==> src/rtl/ni_pkg.sv <==
// ni_pkg: flit layout constants plus pack/extract helpers for the processor network interface.
package ni_pkg;
   localparam int NI_DATA_W   = 32;
   localparam int NI_ADDR_W   = 2;
   localparam int FLIT_W      = NI_DATA_W + 2 * NI_ADDR_W;
   localparam int PAYLOAD_LSB = 0;
   localparam int SRC_LSB     = NI_DATA_W;
   localparam int DEST_LSB    = NI_DATA_W + NI_ADDR_W;

   typedef logic [FLIT_W-1:0]    flit_t;
   typedef logic [NI_ADDR_W-1:0] addr_t;
   typedef logic [NI_DATA_W-1:0] data_t;

   function automatic flit_t pack_flit(input addr_t dest, input addr_t src, input data_t payload);
      return {dest, src, payload};
   endfunction

   function automatic addr_t get_dest(input flit_t f);
      return f[DEST_LSB +: NI_ADDR_W];
   endfunction

   function automatic addr_t get_src(input flit_t f);
      return f[SRC_LSB +: NI_ADDR_W];
   endfunction

   function automatic data_t get_payload(input flit_t f);
      return f[PAYLOAD_LSB +: NI_DATA_W];
   endfunction
endpackage

==> src/rtl/ni_fifo.sv <==
// ni_fifo: first-word fall-through FIFO with registered storage; head reads as zero while empty.
module ni_fifo #(
   parameter int W     = 8,
   parameter int DEPTH = 4
) (
   input  logic                     clk,
   input  logic                     rst_n,
   input  logic                     push,
   input  logic                     pop,
   input  logic [W-1:0]             din,
   output logic [W-1:0]             dout,
   output logic                     full,
   output logic                     empty,
   output logic [$clog2(DEPTH):0]   count
);
   localparam int AW = $clog2(DEPTH);
   localparam int CW = AW + 1;

   logic [W-1:0]  mem [DEPTH];
   logic [AW-1:0] wr_ptr, rd_ptr;
   logic          wr, rd;

   assign full  = count == CW'(DEPTH);
   assign empty = count == '0;
   assign wr    = push && !full;
   assign rd    = pop && !empty;
   assign dout  = empty ? '0 : mem[rd_ptr];

   always_ff @(posedge clk or negedge rst_n) begin
      if (!rst_n) begin
         wr_ptr <= '0;
         rd_ptr <= '0;
         count  <= '0;
      end else begin
         if (wr) wr_ptr <= wr_ptr + 1'b1;
         if (rd) rd_ptr <= rd_ptr + 1'b1;
         count <= count + CW'(wr) - CW'(rd);
      end
   end

   always_ff @(posedge clk) begin
      if (wr) mem[wr_ptr] <= din;
   end
endmodule

==> src/rtl/proc_net_interface.sv <==
// proc_net_interface: packs ni_out words into flits toward the router and buffers router flits for ni_in.
// Define NI_DEST_CHECK_EN to drop and count received flits not addressed to NODE_ID.
module proc_net_interface
   import ni_pkg::*;
#(
   parameter int DATA_W     = 32,
   parameter int ADDR_W     = 2,
   parameter int NODE_ID    = 0,
   parameter int FIFO_DEPTH = 4
) (
   input  logic                       clk,
   input  logic                       rst_n,
   input  logic                       proc_valid,
   input  logic [DATA_W-1:0]          proc_data,
   input  logic [ADDR_W-1:0]          dest_add,
   output logic                       mips_ni,
   input  logic                       proc_ready_in,
   input  logic                       reg_en,
   output logic                       data_valid,
   output logic [DATA_W-1:0]          data_out,
   output logic [ADDR_W-1:0]          src_out,
   output logic                       flit_out_valid,
   output logic [DATA_W+2*ADDR_W-1:0] flit_out,
   input  logic                       flit_out_ready,
   input  logic                       flit_in_valid,
   input  logic [DATA_W+2*ADDR_W-1:0] flit_in,
   output logic                       flit_in_ready,
   output logic [7:0]                 drop_cnt
);
   localparam int FW = DATA_W + 2 * ADDR_W;

   // The package helpers are fixed-width, so the flit geometry must match them.
   if (DATA_W != NI_DATA_W || ADDR_W != NI_ADDR_W) begin : g_width_check
      $error("proc_net_interface: DATA_W/ADDR_W must match ni_pkg");
   end

   logic                         tx_full, tx_empty, rx_full, rx_empty;
   logic                         rx_accept, rx_push;
   logic [$clog2(FIFO_DEPTH):0]  tx_count, rx_count;
   logic [ADDR_W+DATA_W-1:0]     rx_head;

   assign mips_ni        = !tx_full;
   assign flit_out_valid = !tx_empty;
   assign flit_in_ready  = !rx_full;
   assign data_valid     = !rx_empty;
   assign rx_accept      = flit_in_valid && flit_in_ready;
   assign src_out        = rx_head[DATA_W +: ADDR_W];
   assign data_out       = rx_head[DATA_W-1:0];

   ni_fifo #(.W(FW), .DEPTH(FIFO_DEPTH)) u_tx (
      .clk   (clk),
      .rst_n (rst_n),
      .push  (proc_valid && mips_ni),
      .pop   (flit_out_ready),
      .din   (pack_flit(dest_add, ADDR_W'(NODE_ID), proc_data)),
      .dout  (flit_out),
      .full  (tx_full),
      .empty (tx_empty),
      .count (tx_count)
   );

   // RX keeps only source and payload; the destination has served its purpose at the filter.
   ni_fifo #(.W(ADDR_W + DATA_W), .DEPTH(FIFO_DEPTH)) u_rx (
      .clk   (clk),
      .rst_n (rst_n),
      .push  (rx_push),
      .pop   (proc_ready_in && reg_en),
      .din   ({get_src(flit_in), get_payload(flit_in)}),
      .dout  (rx_head),
      .full  (rx_full),
      .empty (rx_empty),
      .count (rx_count)
   );

`ifdef NI_DEST_CHECK_EN
   logic dest_ok;
   logic unused_counts;

   assign dest_ok       = get_dest(flit_in) == ADDR_W'(NODE_ID);
   assign rx_push       = rx_accept && dest_ok;
   assign unused_counts = ^{tx_count, rx_count};

   always_ff @(posedge clk or negedge rst_n) begin
      if (!rst_n) drop_cnt <= '0;
      else if (rx_accept && !dest_ok && drop_cnt != 8'hFF) drop_cnt <= drop_cnt + 8'd1;
   end
`else
   logic unused_counts;

   assign rx_push       = rx_accept;
   assign drop_cnt      = '0;
   assign unused_counts = ^{tx_count, rx_count, get_dest(flit_in)};
`endif
endmodule

==> config.mk <==
export PLATFORM = sky130hd
export DESIGN_NAME = proc_net_interface
export DESIGN_NICKNAME = d
export VERILOG_FILES = /design/src/rtl/ni_pkg.sv /design/src/rtl/ni_fifo.sv /design/src/rtl/proc_net_interface.sv
export SDC_FILE = /design/constraint.sdc
export NUM_CORES = 1
export LEC_CHECK = 0
export ABC_AREA = 1
export CORE_MARGIN = 10
export CORE_UTILIZATION = 68
export DETAILED_ROUTE_END_ITERATION = 10
export DONT_BUFFER_PORTS = 1
export GPL_ROUTABILITY_DRIVEN = 0
export GPL_TIMING_DRIVEN = 0
export PLACE_DENSITY = 0.84
export SLEW_MARGIN = 20
export SYNTH_ARGS = -nofsm -noshare
export SYNTH_HDL_FRONTEND = slang
export SYNTH_SLANG_ARGS = --single-unit
export TNS_END_PERCENT = 5
==> constraint.sdc <==
create_clock -name clk -period 6.9 [get_ports clk]
set_input_delay 1.38 -clock clk [delete_from_list [all_inputs] [get_ports clk]]
set_output_delay 1.38 -clock clk [all_outputs]
set_load 0.02 [all_outputs]
[Yosys cells after proc, flatten, opt, wreduce, memory -nomap -nowiden]
Memories as Yosys holds them, arrays and structs flattened.
Index checks and enable logic that the tools add are counted.
Cells by class
  $add $sub $neg: 8
  eq/ne operators: 2
  multiplexer cells: 6
  reduce and logical (&&, ||, !) cells: 13
Operators by type and width (number)
  36-bit two-way mux: 1
  34-bit two-way mux: 1
  2-bit by 1-bit adder with 2-bit output (second input constant): 4
  1-bit logical AND: 7
  3-bit by 1-bit adder with 3-bit output: 2
  3-bit == test (second input constant): 2
  3-bit logical NOT: 2
  3-bit by 1-bit subtractor with 3-bit output: 2
  1-bit logical NOT: 4
  1-bit two-way mux: 4
Storage, ports and cells
  register bits: 14
  memory bits (writable): 272
  bits of input ports: 77
  output and inout port bits: 82
  logic and storage cells: 37
  memories: 2
Memories
  u_rx.mem: words 4, bits a word 34, rd ports 1, clocked after memory_dff 0, write ports 1, RTL line ni_fifo.sv:19  | logic [W-1:0] mem [DEPTH];
  u_tx.mem: words 4, bits a word 34, rd ports 1, clocked after memory_dff 0, write ports 1, RTL line ni_fifo.sv:19

[Longest topological paths before layout]
  word-level depth: 6
  depth in mapped cells: 10
  depth with buffers taken out: 10

[Modules after synthesis]
Synthesis repeated with hierarchy kept, for this count alone.
Unflattened totals
  cells, all modules: 1227
  area, all modules: 12832.3 µm²
Modules (own cells, without submodules)
  ni_fifo at u_tx: instances 1, cells each 619, area an instance 6528.8 µm², seq. area each 4499.3 µm²
  ni_fifo at u_rx: instances 1, cells each 589, area an instance 6197.2 µm², seq. area each 4259.1 µm²
  proc_net_interface: instances 1, cells each 19, area an instance 106.4 µm², seq. area each 0.0 µm²

[Worst setup path after synthesis]
No wires, ideal clock.
  kind: in2reg
  start: input port proc_valid
  end: memory u_tx.mem[0][0] (netlist bit), enable pin
  library setup time: 425 ps
  arrival time: 2973 ps
  data required time: 6475 ps
  slack: 3502 ps
  cell stages on the path: 2
  buffers on the path: 0
  path through: nand2_1 -> nor2_1
Between the ends
  longest elaborated chain between the ends: 4
Ends and longest elaborated chain
  from (decl): RTL line proc_net_interface.sv:13  | input logic proc_valid,
  1-bit logical AND: RTL line proc_net_interface.sv:53  | .push (proc_valid && mips_ni),
  1-bit logical AND: RTL line ni_fifo.sv:25  | assign wr = push && !full;
  1-bit two-way mux: RTL line ni_fifo.sv:42  | if (wr) mem[wr_ptr] <= din;
  1-bit two-way mux (implied by the code): RTL line ni_fifo.sv:42
  to (decl): RTL line ni_fifo.sv:19
Every way passes these cells.

[Final worst setup path]
  start: register u_tx.count[1]
  end: output port flit_out[18]
Between the ends
  longest elaborated chain between the ends: 2
Ends and longest elaborated chain
  from (decl): RTL line ni_fifo.sv:14  | output logic [$clog2(DEPTH):0] count
  from (signal assigned): RTL line ni_fifo.sv:37  | count <= count + CW'(wr) - CW'(rd);
  3-bit logical NOT: RTL line ni_fifo.sv:24  | assign empty = count == '0;
  36-bit two-way mux: RTL line ni_fifo.sv:27  | assign dout = empty ? '0 : mem[rd_ptr];
  to (decl): RTL line proc_net_interface.sv:23  | output logic [DATA_W+2*ADDR_W-1:0] flit_out,
Every way passes these cells.

==> run summary <==
First-pass GRT wire length - 43000 µm
DIE HEIGHT - 155 µm
Crit Path Category - register to output port
Outcome - completed
Max_slew headroom - 52.6%
Post-cts sizing count - 0
Die W - 155 µm
Sum Neg Setup Slack - 0 ns
Diodes inserted - 0
Final net count - 1332
Total CTS buffers - 29
Period Utilization, post-route - 53.1%
Worst Reg-to-Reg Cells - 10
Total congestion overflow - 0
Placed Area - 13100 µm²
Initial antenna violation count - 0
CTS Hold Bufs - 0
Least-Margin Pin Slew - 0.710 ns
Per-cell routed wire length - 18.8 µm
Synth unique cells - 18
F_max - 0.273 GHz
FF-to-FF End - u_rx.count[2]
Number of global-route vias before repair - 8201
Unrepaired setup endpoints after global routing - false
Total Power - 6.43 mW
DP HPWL - 18700 µm
Post-synthesis cell count - 1193
Sequential area share after synthesis - 68.2%
RR Startpoint - u_rx.count[1]
Post-CTS Setup Bufs - 0
LEAKAGE - 6.31 nW
R2R Setup Slk - 4.50 ns
Ys Warns - 0
Final Instance Area - 14000 µm²
DRT Pass-1 Iters - 5
Starting Density - 69.3%
CTS tree - done
Drt total wl - 28100 µm
Netlist Area Pre-Place - 12500 µm²
Final ANT Viol Nets - 0
Die area - 24200 µm²
MaxCap Viol Count - 0
Largest net degree at the start of global routing - 21
VDD IR max - 0.429 mV
H-tree levels - 1
CTS root buffer - clkbuf_16
Vias per Instance - 5.45
Final slew viol count - 0
Core area - 18000 µm²
Critical path arrival - 2.29 ns
Filler cell count - 1070
WP data required - 5.52 ns
Worst min path class - input port to asynchronous set/reset pin
Detailed-route DRC error count - 0
CP max FO - 10
DR vias - 8119
IO buf count - 0
Clock Path Buffers - 3
Number of DRC markers in iteration 0 - 622
IO Pins - 159
# setup viols final - 0
Clock net sink count - 286
Final Critical Period - 3.67 ns
Hold violation count in the final report - 0
Synth-to-Final Area Change - 12.3%
Layout cells sized above 1 - 9.03%
Syn Area/Cell - 10.5 µm²
Row cnt - 49
Synth Register Bits - 286
CP endpoint kind - output port
Global Route Usage Sum - 22.6%
Clk Latency, worst-skew pair - 0.53 ns
Clock Skew - 0.0153 ns
CP startpoint kind - register
Clock-pin slew on the worst setup and hold paths - 0.06 ns
Power Dens Cells - 458 nW/µm²
## metal layers
| layer | wire length, µm | vias up | part of all wire [%] | global-route usage [%] |
|---|---|---|---|---|
| met4 | 710 | 0 | 2.5 | 6.95 |
| met5 | 0 | - | 0 | 0 |
| met1 | 10200 | 3827 | 36 | 27.2 |
| li1 | - | 3831 | - | - |
| met2 | 14100 | 406 | 50 | 38.5 |
| met3 | 3100 | 55 | 11 | 6.42 |
## cells by family after synthesis
logic type	Yosys count	share of synthesized area (%)
AND/OR/NAND/NOR	451	15.0
buffers and inverters	367	12.1
flip-flops	286	68.2
AO/OA/AOI/OAI	70	2.81
adder cells (fa/ha/maj)	14	1.52
XOR/XNOR	4	0.281
other	1	0.0300
## how the worst max path moves through the flow
stage / startpoint / to / slack, ns / cells after the start
2_1_floorplan: proc_valid / u_tx.mem[0][0] / 3.50 / 2
3_3_place_gp: flit_in_valid / u_rx.mem[3][2] / 2.36 / 2
3_5_place_dp: u_tx.count[1] / flit_out[23] / 3.81 / 5
4_1_cts: u_tx.count[1] / flit_out[23] / 3.24 / 5
5_1_grt: u_tx.count[1] / flit_out[18] / 3.11 / 5
6_report: u_tx.count[1] / flit_out[18] / 3.23 / 5
## metrics by stage
stage                     util [%]  std cells  setup WS, ns  hold WS [ns]
after floorplan                  -       1202          3.50         0.497
after global placement        71.0       1431          2.36         0.518
after detailed placement      72.6       1439          3.81         0.525
after CTS                     77.8       1491          3.24         0.533
after global routing          77.8       1491          3.11         0.525
final                         77.8       1491          3.23         0.545
## cell usage in the layout, fill, tap and decap left out
cell | Yosys | final
edfxtp_1 | 272 | 272
clkinv_1 | 0 | 8
clkinvlp_4 | 0 | 1
buf_2 | 26 | 26
bufinv_16 | 0 | 4
inv_1 | 298 | 298
inv_6 | 0 | 2
xor2_1 | 2 | 2
nand2_1 | 300 | 300
inv_2 | 9 | 9
dfrtp_1 | 14 | 14
fa_1 | 2 | 2
conb_1 | 1 | 10
clkbuf_16 | 0 | 29
a21oi_1 | 68 | 68
ha_1 | 12 | 12
nor2_4 | 0 | 8
buf_4 | 20 | 20
buf_16 | 0 | 8
o21ai_0 | 2 | 2
buf_6 | 4 | 4
clkinv_2 | 0 | 3
clkbuf_1 | 10 | 15
nand3_1 | 143 | 143
xnor2_1 | 2 | 2
## cells in the mapped netlist (all sizes together)
cell / number / area [µm²]
a21oi: 68 / 340
buf: 50 / 325
clkbuf: 10 / 37.5
conb: 1 / 3.75
dfrtp: 14 / 350
edfxtp: 272 / 8170
fa: 2 / 40.0
ha: 12 / 150
inv: 307 / 1150
nand2: 300 / 1130
nand3: 143 / 716
nor2: 8 / 30.0
o21ai: 2 / 10.0
xnor2: 2 / 17.5
xor2: 2 / 17.5
## cell type report
type | instances | area [µm²] | area share (%)
multi-input combinational | 549 | 2540 | 18.2
timing repair buffer | 8 | 220 | 1.57
buffer | 60 | 363 | 2.59
clock inverter | 18 | 190 | 1.36
inverter | 307 | 1150 | 8.22
sequential | 286 | 8520 | 60.8
tap | 229 | 287 | 2.04
clock buffer | 34 | 744 | 5.31
## worst max-delay path, cell delays in order, from the launching register on
cell	delay [ns]
dfrtp_1	0.40
inv_1	0.09
nand3_1	0.33
inv_2	0.17
buf_2	0.24
a21oi_1	0.53
## where the power goes
part           total [mW]  internal [mW]  leakage (nW)  switching, mW
Sequential           2.39           2.29          2.66         0.0982
Clock                1.53          0.917         0.453          0.612
Combinational        2.51          0.638          3.20           1.87
## flip-flops by register name, summed over array words and instances (netlist names)
register	count
u_rx.count	3
u_rx.mem	136
u_rx.rd_ptr	2
u_rx.wr_ptr	2
u_tx.count	3
u_tx.mem	136
u_tx.rd_ptr	2
u_tx.wr_ptr	2
Power figures use the tool's default switching activity.
